### config.mk
export PLATFORM = sky130hd
export DESIGN_NAME = simple_cpu_param
export DESIGN_NICKNAME = d
export VERILOG_FILES = /design/src/rtl/simple_cpu_param.sv
export SDC_FILE = /design/constraint.sdc
export NUM_CORES = 1
export LEC_CHECK = 0
export CORE_MARGIN = 2
export CORE_UTILIZATION = 45
export DETAILED_ROUTE_END_ITERATION = 7
export MAX_ROUTING_LAYER = met4
export PLACE_DENSITY = 0.7
export SLEW_MARGIN = 20
export SYNTH_ARGS = -nofsm -noshare
export SYNTH_HDL_FRONTEND = slang
export SYNTH_SLANG_ARGS = --single-unit
### constraint.sdc
create_clock -name clk -period 2.8 [get_ports clk]
set_input_delay 0.42 -clock clk [delete_from_list [all_inputs] [get_ports clk]]
set_output_delay 0.42 -clock clk [all_outputs]
set_load 0.005 [all_outputs]
### src/rtl/simple_cpu_param.sv
// Multi-cycle 8-register CPU with a DATA_W-bit datapath, shift modes
// LSL/LSR/ASR, optional all-op flag update and a sticky illegal flag.
// Ports: clk, rst_n (sync, active low); load/start/instr handshake in;
// waiting (idle), out (last ALU/MOV result), N/V/Z flags, illegal out.
module simple_cpu_param #(
  parameter int DATA_W    = 16,
  parameter bit FLAGS_ALL = 1'b0
) (
  input  logic              clk,
  input  logic              rst_n,
  input  logic              load,
  input  logic              start,
  input  logic [15:0]       instr,
  output logic              waiting,
  output logic [DATA_W-1:0] out,
  output logic              N,
  output logic              V,
  output logic              Z,
  output logic              illegal
);

  typedef enum logic [2:0] {
    S_WAIT,
    S_DECODE,
    S_FETCH_A,
    S_FETCH_B,
    S_EXEC_WB
  } state_t;

  localparam int M = DATA_W - 1;

  state_t            state, state_nx;
  logic [15:0]       ir;
  logic [DATA_W-1:0] rf [8];
  logic [DATA_W-1:0] a_q, b_q;

  logic [2:0] opcode, rn, rd, rm;
  logic [1:0] op, sh;
  logic [7:0] im8;

  assign opcode = ir[15:13];
  assign op     = ir[12:11];
  assign rn     = ir[10:8];
  assign rd     = ir[7:5];
  assign sh     = ir[4:3];
  assign rm     = ir[2:0];
  assign im8    = ir[7:0];

  assign waiting = (state == S_WAIT);

  logic [DATA_W-1:0] rm_val, rm_sh;

  assign rm_val = rf[rm];

  always_comb begin
    rm_sh = rm_val;
    unique case (sh)
      2'b00: rm_sh = rm_val;
      2'b01: rm_sh = {rm_val[M-1:0], 1'b0};
      2'b10: rm_sh = {1'b0, rm_val[M:1]};
      2'b11: rm_sh = {rm_val[M], rm_val[M:1]};
      default: rm_sh = rm_val;
    endcase
  end

  always_comb begin
    state_nx = state;
    unique case (state)
      S_WAIT:    if (start) state_nx = S_DECODE;
      S_DECODE:  state_nx = S_FETCH_A;
      S_FETCH_A: state_nx = S_FETCH_B;
      S_FETCH_B: state_nx = S_EXEC_WB;
      S_EXEC_WB: state_nx = S_WAIT;
      default:   state_nx = S_WAIT;
    endcase
  end

  logic [DATA_W-1:0] res, sub;
  logic [2:0]        wr_addr;
  logic              wr_en, wr_out, upd, v_new, bad;

  always_comb begin
    res     = '0;
    sub     = a_q - b_q;
    wr_addr = rd;
    wr_en   = 1'b0;
    wr_out  = 1'b0;
    upd     = 1'b0;
    v_new   = 1'b0;
    bad     = 1'b0;
    unique case (1'b1)
      (opcode == 3'b110 && op == 2'b10): begin
        res     = {{(DATA_W-8){im8[7]}}, im8};
        wr_addr = rn;
        wr_en   = 1'b1;
      end
      (opcode == 3'b110 && op == 2'b00): begin
        res    = b_q;
        wr_en  = 1'b1;
        wr_out = 1'b1;
        upd    = FLAGS_ALL;
      end
      (opcode == 3'b101 && op == 2'b00): begin
        res    = a_q + b_q;
        wr_en  = 1'b1;
        wr_out = 1'b1;
        upd    = FLAGS_ALL;
      end
      (opcode == 3'b101 && op == 2'b01): begin
        res   = sub;
        upd   = 1'b1;
        // operands of opposite sign and result sign flipped from Rn
        v_new = (a_q[M] ^ b_q[M]) & (sub[M] ^ a_q[M]);
      end
      (opcode == 3'b101 && op == 2'b10): begin
        res    = a_q & b_q;
        wr_en  = 1'b1;
        wr_out = 1'b1;
        upd    = FLAGS_ALL;
      end
      (opcode == 3'b101 && op == 2'b11): begin
        res    = ~b_q;
        wr_en  = 1'b1;
        wr_out = 1'b1;
        upd    = FLAGS_ALL;
      end
      default: bad = 1'b1;
    endcase
  end

  always_ff @(posedge clk) begin
    if (!rst_n) begin
      state   <= S_WAIT;
      ir      <= '0;
      a_q     <= '0;
      b_q     <= '0;
      out     <= '0;
      N       <= 1'b0;
      V       <= 1'b0;
      Z       <= 1'b0;
      illegal <= 1'b0;
      for (int i = 0; i < 8; i++) rf[i] <= '0;
    end else begin
      state <= state_nx;
      if (state == S_WAIT && load) ir <= instr;
      if (state == S_FETCH_A) a_q <= rf[rn];
      if (state == S_FETCH_B) b_q <= rm_sh;
      if (state == S_EXEC_WB) begin
        if (wr_en)  rf[wr_addr] <= res;
        if (wr_out) out <= res;
        if (upd) begin
          N <= res[M];
          V <= v_new;
          Z <= (res == '0);
        end
        if (bad) illegal <= 1'b1;
      end
    end
  end

endmodule

==> metrics.md, run 1 <==
| Metric | Value |
|---|---|
| Vias per cell | slightly above 6 |
| GP Congestion | roughly 0.94 |
| Layout fillers | ~2,200 |
| WL met3 | approximately 2.5 mm |
| Die extent in y | ~170 microns |
| Cell Area, Synth | 12,000 sq um |
| Post-synth top area share | 32.0% |
| Worst setup EP type | flop |
| CTS Buf Count | 22 |
| Fin area | around 15,000 sq um |
| Fmax | 0.354 GHz |
| Area growth syn-to-layout | 21.5% |
| Final core utilization | 55.8% |
| NumNets Final | roughly 1,200 |
| Remaining DRCs | 1 |
| Top sig layer | met4 |
| Synth Area in Compound Gates | between 15 and 20% |
| Worst setup path class | reg -> reg |
| HP Class | in -> reg |
| Cell family with the largest share of critical-path delay | compound AO/OA/AOI/OAI gates |
| Share of layout cells above drive strength 1 | between 20% and 30% |
| Largest net degree at the start of global routing | 81 |
| Post-synthesis sequential area ratio | between 40% and 50% |
| Slew Limit Fails | 0 |
| TritonCTS sink count | about 200 |
| RSZ-0062 raised after global routing | true |
| CP max stage delay | roughly 0.41 ns |
| Antenna violations before repair | 0 |
| Gr ovfl total | 0 |
| Post-route ant nets | 0 |
| CTS tree | done |
| Via count | 9,365 |
| Post-Route Skew | approximately 0.03 ns |
| Clock tree buffer depth | 3 |
| Antenna diode count | 0 |
| XOR/XNOR Fraction of Synth Area | less than 1% |
| Max-cap violations | 0 |
| Number of synthesized flops with an enable pin | roughly 130 |
| Post-Synth Adder-Cell Area | under 10% |
| Area after DPL | 13,500 sq um |
| Gate Count Post-Synth | 1,084 |
| Starting Density | a little under half |
| Post-Route Hold Slack | 0.436 ns |
| Simple-Gate Fraction of Synth Area | around 15% |
| Top-level port count | about 40 |
| CP Cell Sequence | inv_1 > ha_2 > inv_1 > o31ai_1 > or3_1 > o211ai_1 > buf_4 > a21bo_2 > a31oi_4 > clkbuf_16 > nor2_1 |
| Placed cells | 1,493 |
| Worst Path Required | between 3 and 4 ns |
| Failing checks | design-rule violations, negative setup slack |
| DP HPWL | between 20 and 25 mm |
| Mapped Avg Cell Area | ~11 sq um |
| DIE WIDTH | ~170 microns |
| Clk Latency, worst-skew pair | approximately 0.54 ns |
| Worst Max-Slew Pin Slew | 0.680 ns |
| GR Util All Layers | 25.0% |
| Final Hold Viols | 0 |
| Yosys top cell by area | edfxtp_1 |
| Post-Route M1 WL | about 15 mm |
| Largest cells by area after synthesis | edfxtp_1 (32%), dfxtp_1 (12%), mux4_2 (12%) |
| Syn Nets | approximately 1,100 |
| CP bufs+invs | 4 |
| VDD IR max | 0.000513 V |
| First drt pass iteration count | 7 |
| Via count of the first global-routing pass | 9,343 |
| Final setup fails | 5 |
| First-pass GRT wire length | between 50 and 60 mm |
| Number of port buffers | 40 |
| Htree depth | 1 |
| Clk root buf | clkbuf_16 |
| Most used cell, CP | inv_1 |
| Final Critical Period | ~2.8 ns |
| Dominant synthesized flop cell | edfxtp_1 |
| Final worst slack | -0.0220 ns |
| Largest family of logic cells by synthesized area | compound AO/OA/AOI/OAI gates |
| Post-synth ARST share | 0% |
| Crit Path Max Fanout | 6 |
| Count of different cell masters after synthesis | between 90 and 100 |
| Mux cell area share after synthesis | 15.9% |
| Total wire length | approximately 35 mm |
| PwrDens | approximately 550 nW/um^2 |
| FF/Latch Area | between 5000 and 6000 sq um |
| WL/cell | ~22 microns |
| Max_slew headroom | between 50% and 60% |
| Status | complete, but fails checks |
| Iteration-0 DRC Markers | roughly 800 |
| Core area | between 20,000 and 30,000 sq um |
| Synth warn | 0 |
| Multi-input logic area | about 6400 sq um |
| Finished Layout Cells | about 1,500 |
| FF+latch count, synth | slightly above 200 |
| Die Area | about 28,000 sq um |
| Worst setup SP type | flop |
| Leak | around 5.6 nW |
| Arrival @ worst endpoint | just over 3 ns |
| Row Count | between 50 and 60 |
| Met2 wire length | between 15 and 20 mm |
| Cell at the slowest stage of the critical path | ha_2 |
| Fin crit share | 101% |
| Clock slew at reported path FFs | 0.06 ns |
[synthesized netlist by cell type, drive strengths merged (5+ instances only)]
master and count:
dfxtp 74, nor4 5, inv 29, nor3b 6, and3 5, a21o 5, mux4 64, or3 6
o21a 5, clkbuf 47, nand3 14, and2 8, a2111oi 5, nand2b 8, nor3 21, o211a 49
nand3b 5, a21boi 18, mux2 14, a22oi 10, nand2 130, ha 32, nor2 157, o31ai 5
mux2i 31, a31oi 5, o211ai 28, nor2b 9, o21ai 28, buf 33, a211oi 7, edfxtp 128
a21oi 28
[through the flow]
step | setup WS, ns | power (W) | setup TNS (ns)
after floorplan | 0.0799 | 0.00448 | 0
after global placement | -0.0823 | 0.00500 | -0.793
after detailed placement | -0.204 | 0.00503 | -2.94
after CTS | 0.00280 | 0.00802 | 0
after global routing | -0.0878 | 0.00837 | -1.32
final | -0.0220 | 0.00808 | -0.0893
[worst paths after layout]
| check | start | slack [ns] | cells past startpoint | to |
|---|---|---|---|---|
| max | b_q[8] | -0.02 | 11 | rf[1][15] |
| min | instr[8] | 0.44 | 3 | ir[8] |
| max reg2reg | b_q[8] | -0.02 | 11 | rf[1][15] |
| min reg2reg | V | 0.47 | 2 | V |
[layer usage]
layer | up-vias | GRT usage (%)
met5 | - | -
met4 | 0 | 6.81
met3 | 63 | 3.12
met2 | 385 | 41.3
met1 | 4637 | 32.9
li1 | 4280 | -
[worst min-delay path, stage by stage]
cell,delay [ns]
clkdlybuf4s50_1,0.39
nand2_1,0.05
a21boi_0,0.06
[logic make-up (layout without fill, tap and decap cells)]
family / count (synthesis) / count (layout)
AOI/OAI and AO/OA: 233 / 234
xor gates and xnor gates: 5 / 5
adders and majority gates: 34 / 34
buffers and inverters: 109 / 228
DFF: 202 / 202
muxes: 109 / 109
and+or+nand+nor: 392 / 392
[registers in the layout, indices dropped and copies added, names as in the netlist, named ones only]
| signal | cells |
|---|---|
| ir | 16 |
| N | 1 |
| b_q | 16 |
| Z | 1 |
| illegal | 1 |
| V | 1 |
| a_q | 16 |
| rf | 128 |
| out | 16 |
| state | 3 |
[timing repair]
| item | CTS | global route |
|---|---|---|
| resized for setup | 5 | 59 |
| setup buffers | 2 | 2 |
| setup endpoints to repair | 28 | 73 |
| pin swaps | 3 | 15 |
| hold buffers | 0 | 0 |
| cloned | 0 | 2 |
[area by class of cell]
| type | count | area share, % |
|---|---|---|
| clock buffers | 34 | 4.71 |
| clock inverters | 6 | 0.429 |
| inverters | 29 | 0.764 |
| multi-input cells | 774 | 44.2 |
| flip-flops and latches | 202 | 36.6 |
| well taps | 335 | 2.88 |
| repair buffers | 159 | 10.4 |
[cell usage in the layout, fill, tap and decap left out, drive strengths merged, types with 6 or more instances in the layout]
| cell | n |
|---|---|
| nor2 | 157 |
| nand2 | 130 |
| edfxtp | 128 |
| buf | 119 |
| dfxtp | 74 |
| mux4 | 64 |
| o211a | 49 |
| clkdlybuf4s50 | 39 |
| clkbuf | 35 |
| ha | 32 |
| mux2i | 31 |
| inv | 31 |
| o211ai | 28 |
| a21oi | 28 |
| o21ai | 28 |
| nor3 | 21 |
| a21boi | 18 |
| mux2 | 14 |
| nand3 | 14 |
| a22oi | 10 |
| nor2b | 9 |
| nand2b | 8 |
| and2 | 8 |
| a211oi | 7 |
| or3 | 6 |
| nor3b | 6 |
[power by group]
part | internal (W) | switching, W | total [W]
Clock | 0.00171 | 0.00126 | 0.00297
Sequential | 0.00328 | 0.000123 | 0.00341
Combinational | 0.000803 | 0.000904 | 0.00171
No activity file was read; power rests on OpenSTA's default activity.
==> inputs of run 2 (changes only) <==
--- a/config.mk
+++ b/config.mk
@@ -9,7 +9,7 @@
 export CORE_UTILIZATION = 45
 export DETAILED_ROUTE_END_ITERATION = 7
 export MAX_ROUTING_LAYER = met4
-export PLACE_DENSITY = 0.7
+export PLACE_DENSITY = 0.72
 export SLEW_MARGIN = 20
 export SYNTH_ARGS = -nofsm -noshare
 export SYNTH_HDL_FRONTEND = slang
==> metrics.md, run 2 (synthesized netlist as in run 1, its figures left out) <==
| Metric | Value |
|---|---|
| Finished Layout Cells | 1,554 |
| Status | complete, but fails checks |
| VDD IR max | a little under 0.0005 V |
| Iteration-0 DRC Markers | roughly 860 |
| CP bufs+invs | 3 |
| Worst Max-Slew Pin Slew | 0.647 ns |
| Worst setup path class | reg -> reg |
| Gr ovfl total | 0 |
| Vias per cell | roughly 6.1 |
| WP depth | 13 |
| Htree depth | 1 |
| Commonest non-fill, non-tap cell in the layout | nor2_1 |
| First-pass GRT wire length | between 50 and 60 mm |
| Fin crit share | 100% |
| Starting Density | a little under half |
| Max_slew headroom | between 50% and 60% |
| Leak | between 5 and 6 nW |
| Layout fillers | approximately 2,200 |
| Clock slew at reported path FFs | 0.06 ns |
| CTS tree | done |
| Row Count | roughly 60 |
| Largest net degree at the start of global routing | 81 |
| TritonCTS sink count | 202 |
| WL/cell | around 22 microns |
| RSZ-0062 raised after global routing | true |
| R2R depth | 13 |
| Worst setup SP type | flop |
| Die Area | roughly 28,000 sq um |
| DIE WIDTH | 167 microns |
| Worst setup EP type | flop |
| FF/Latch Area | ~5300 sq um |
| DP HPWL | around 24 mm |
| Worst Hold Depth | 3 |
| Clock tree buffer depth | 3 |
| Final Critical Period | 2.81 ns |
| Antenna violations before repair | 0 |
| Max-cap violations | 0 |
| Antenna diode count | 0 |
| Remaining DRCs | 2 |
| Share of layout cells above drive strength 1 | between 20% and 30% |
| Number of port buffers | 40 |
| CP Cell Sequence | inv_2 > ha_2 > inv_1 > fa_2 > a21oi_2 > o211ai_1 > a31o_1 > o41ai_2 > o21ai_1 > mux2_2 > a22oi_4 > buf_12 > nor2_1 |
| Post-route ant nets | 0 |
| Clk root buf | clkbuf_16 |
| Via count of the first global-routing pass | 9,446 |
| Post-Route Skew | roughly 0.020 ns |
| Final core utilization | 56.0% |
| HP Class | in -> reg |
| Clk Latency, worst-skew pair | between 0.5 and 0.6 ns |
| Total wire length | 34.7 mm |
| First drt pass iteration count | 8 |
| Final worst slack | -0.00729 ns |
| Slew Limit Fails | 0 |
| Top-level port count | between 40 and 50 |
| Hold Buf Count CTS | 0 |
| Final setup fails | 1 |
| Die extent in y | between 150 and 200 microns |
| Worst Path Required | around 3.1 ns |
| Placed cells | 1,505 |
| Failing checks | design-rule violations, negative setup slack |
| GR Util All Layers | 25.1% |
| Multi-input logic area | roughly 6400 sq um |
| Via count | ~9,400 |
| CTS Buf Count | 23 |
| Most frequent cells in the layout | nor2_1 (152), nand2_1 (130), edfxtp_1 (128) |
| Core area | around 26,000 sq um |
| Max FFs per register | 128 |
| Register with the most flip-flops | rf |
| NumNets Final | 1,256 |
| Final Hold Viols | 0 |
| CP max stage delay | around 0.35 ns |
| Arrival @ worst endpoint | roughly 3.1 ns |
| GP Congestion | 0.941 |
| Crit Path Max Fanout | 10 |
| PwrDens | ~560 nW/um^2 |
| Cell family with the largest share of critical-path delay | compound AO/OA/AOI/OAI gates |
| Fmax | ~0.36 GHz |
| Area growth syn-to-layout | 21.9% |
| Cell at the slowest stage of the critical path | fa_2 |
## run 2: changes by cell type in the layout (fill, tap and decap cells not counted), sizes merged
| cell | previous run | this run |
|---|---|---|
| clkbuf | 35 | 33 |
| bufinv | 0 | 1 |
| buf | 119 | 132 |
| clkinvlp | 0 | 1 |
| clkinv | 4 | 6 |
## run 2: report_power, final
part           leakage, nW  internal (W)  switching [W]
Clock                0.376       0.00176        0.00125
Combinational         3.36      0.000823       0.000906
Sequential            1.93       0.00329       0.000129
Total                 5.66       0.00587        0.00229
## run 2: final timing paths
path	startpoint	slack (ns)	to
setup / recovery	a_q[0]	-0.007	rf[1][14]
hold / removal	instr[8]	0.46	ir[8]
setup reg to reg	a_q[0]	-0.007	rf[1][14]
hold reg to reg	V	0.47	V
## run 2: final cells by class
class / count / share of cell area [%]
multi-input cells: 774 / 43.5
clock inverters: 10 / 0.719
inverters: 29 / 0.744
repair buffers: 172 / 11.2
flip-flops and latches: 202 / 36.5
well taps: 335 / 2.87
clock buffers: 32 / 4.51
## run 2: what timing repair did
action / in CTS / in global routing
pin swaps: 5 / 9
cloned: 0 / 2
hold endpoints to repair: 0 / 0
buffers inserted: 1 / 4
endpoints found under the setup margin: 38 / 73
resized for setup: 10 / 31
## run 2: worst min-delay path: cells and delay by family
family	cells	cell delay, ns
buffers and inverters	1	0.40
and+or+nand+nor	1	0.05
AOI/OAI and AO/OA	1	0.06
## run 2: stage by stage
| stage | TNS (ns) | setup WS (ns) | total power, W | instance area [sq um] | hold WS, ns |
|---|---|---|---|---|---|
| 5_1_grt | -2.29 | -0.135 | 0.00845 | 14600 | 0.464 |
| 3_5_place_dp | -2.96 | -0.224 | 0.00506 | 13600 | 0.462 |
| 3_3_place_gp | -1.48 | -0.127 | 0.00503 | 13600 | 0.452 |
| 4_1_cts | 0 | 0.000117 | 0.00810 | 14400 | 0.440 |
| 2_1_floorplan | 0 | 0.0799 | 0.00448 | 12000 | 0.453 |
| 6_report | -0.00729 | -0.00729 | 0.00815 | 14600 | 0.458 |
## run 2: metal layers
layer / track usage, % / wire (microns) / vias up
li1: - / - / 4324
met1: 33.5 / 14700 / 4655
met2: 40.6 / 16500 / 400
met3: 3.36 / 2600 / 65
met4: 7.15 / 845 / 0
met5: - / 0 / -
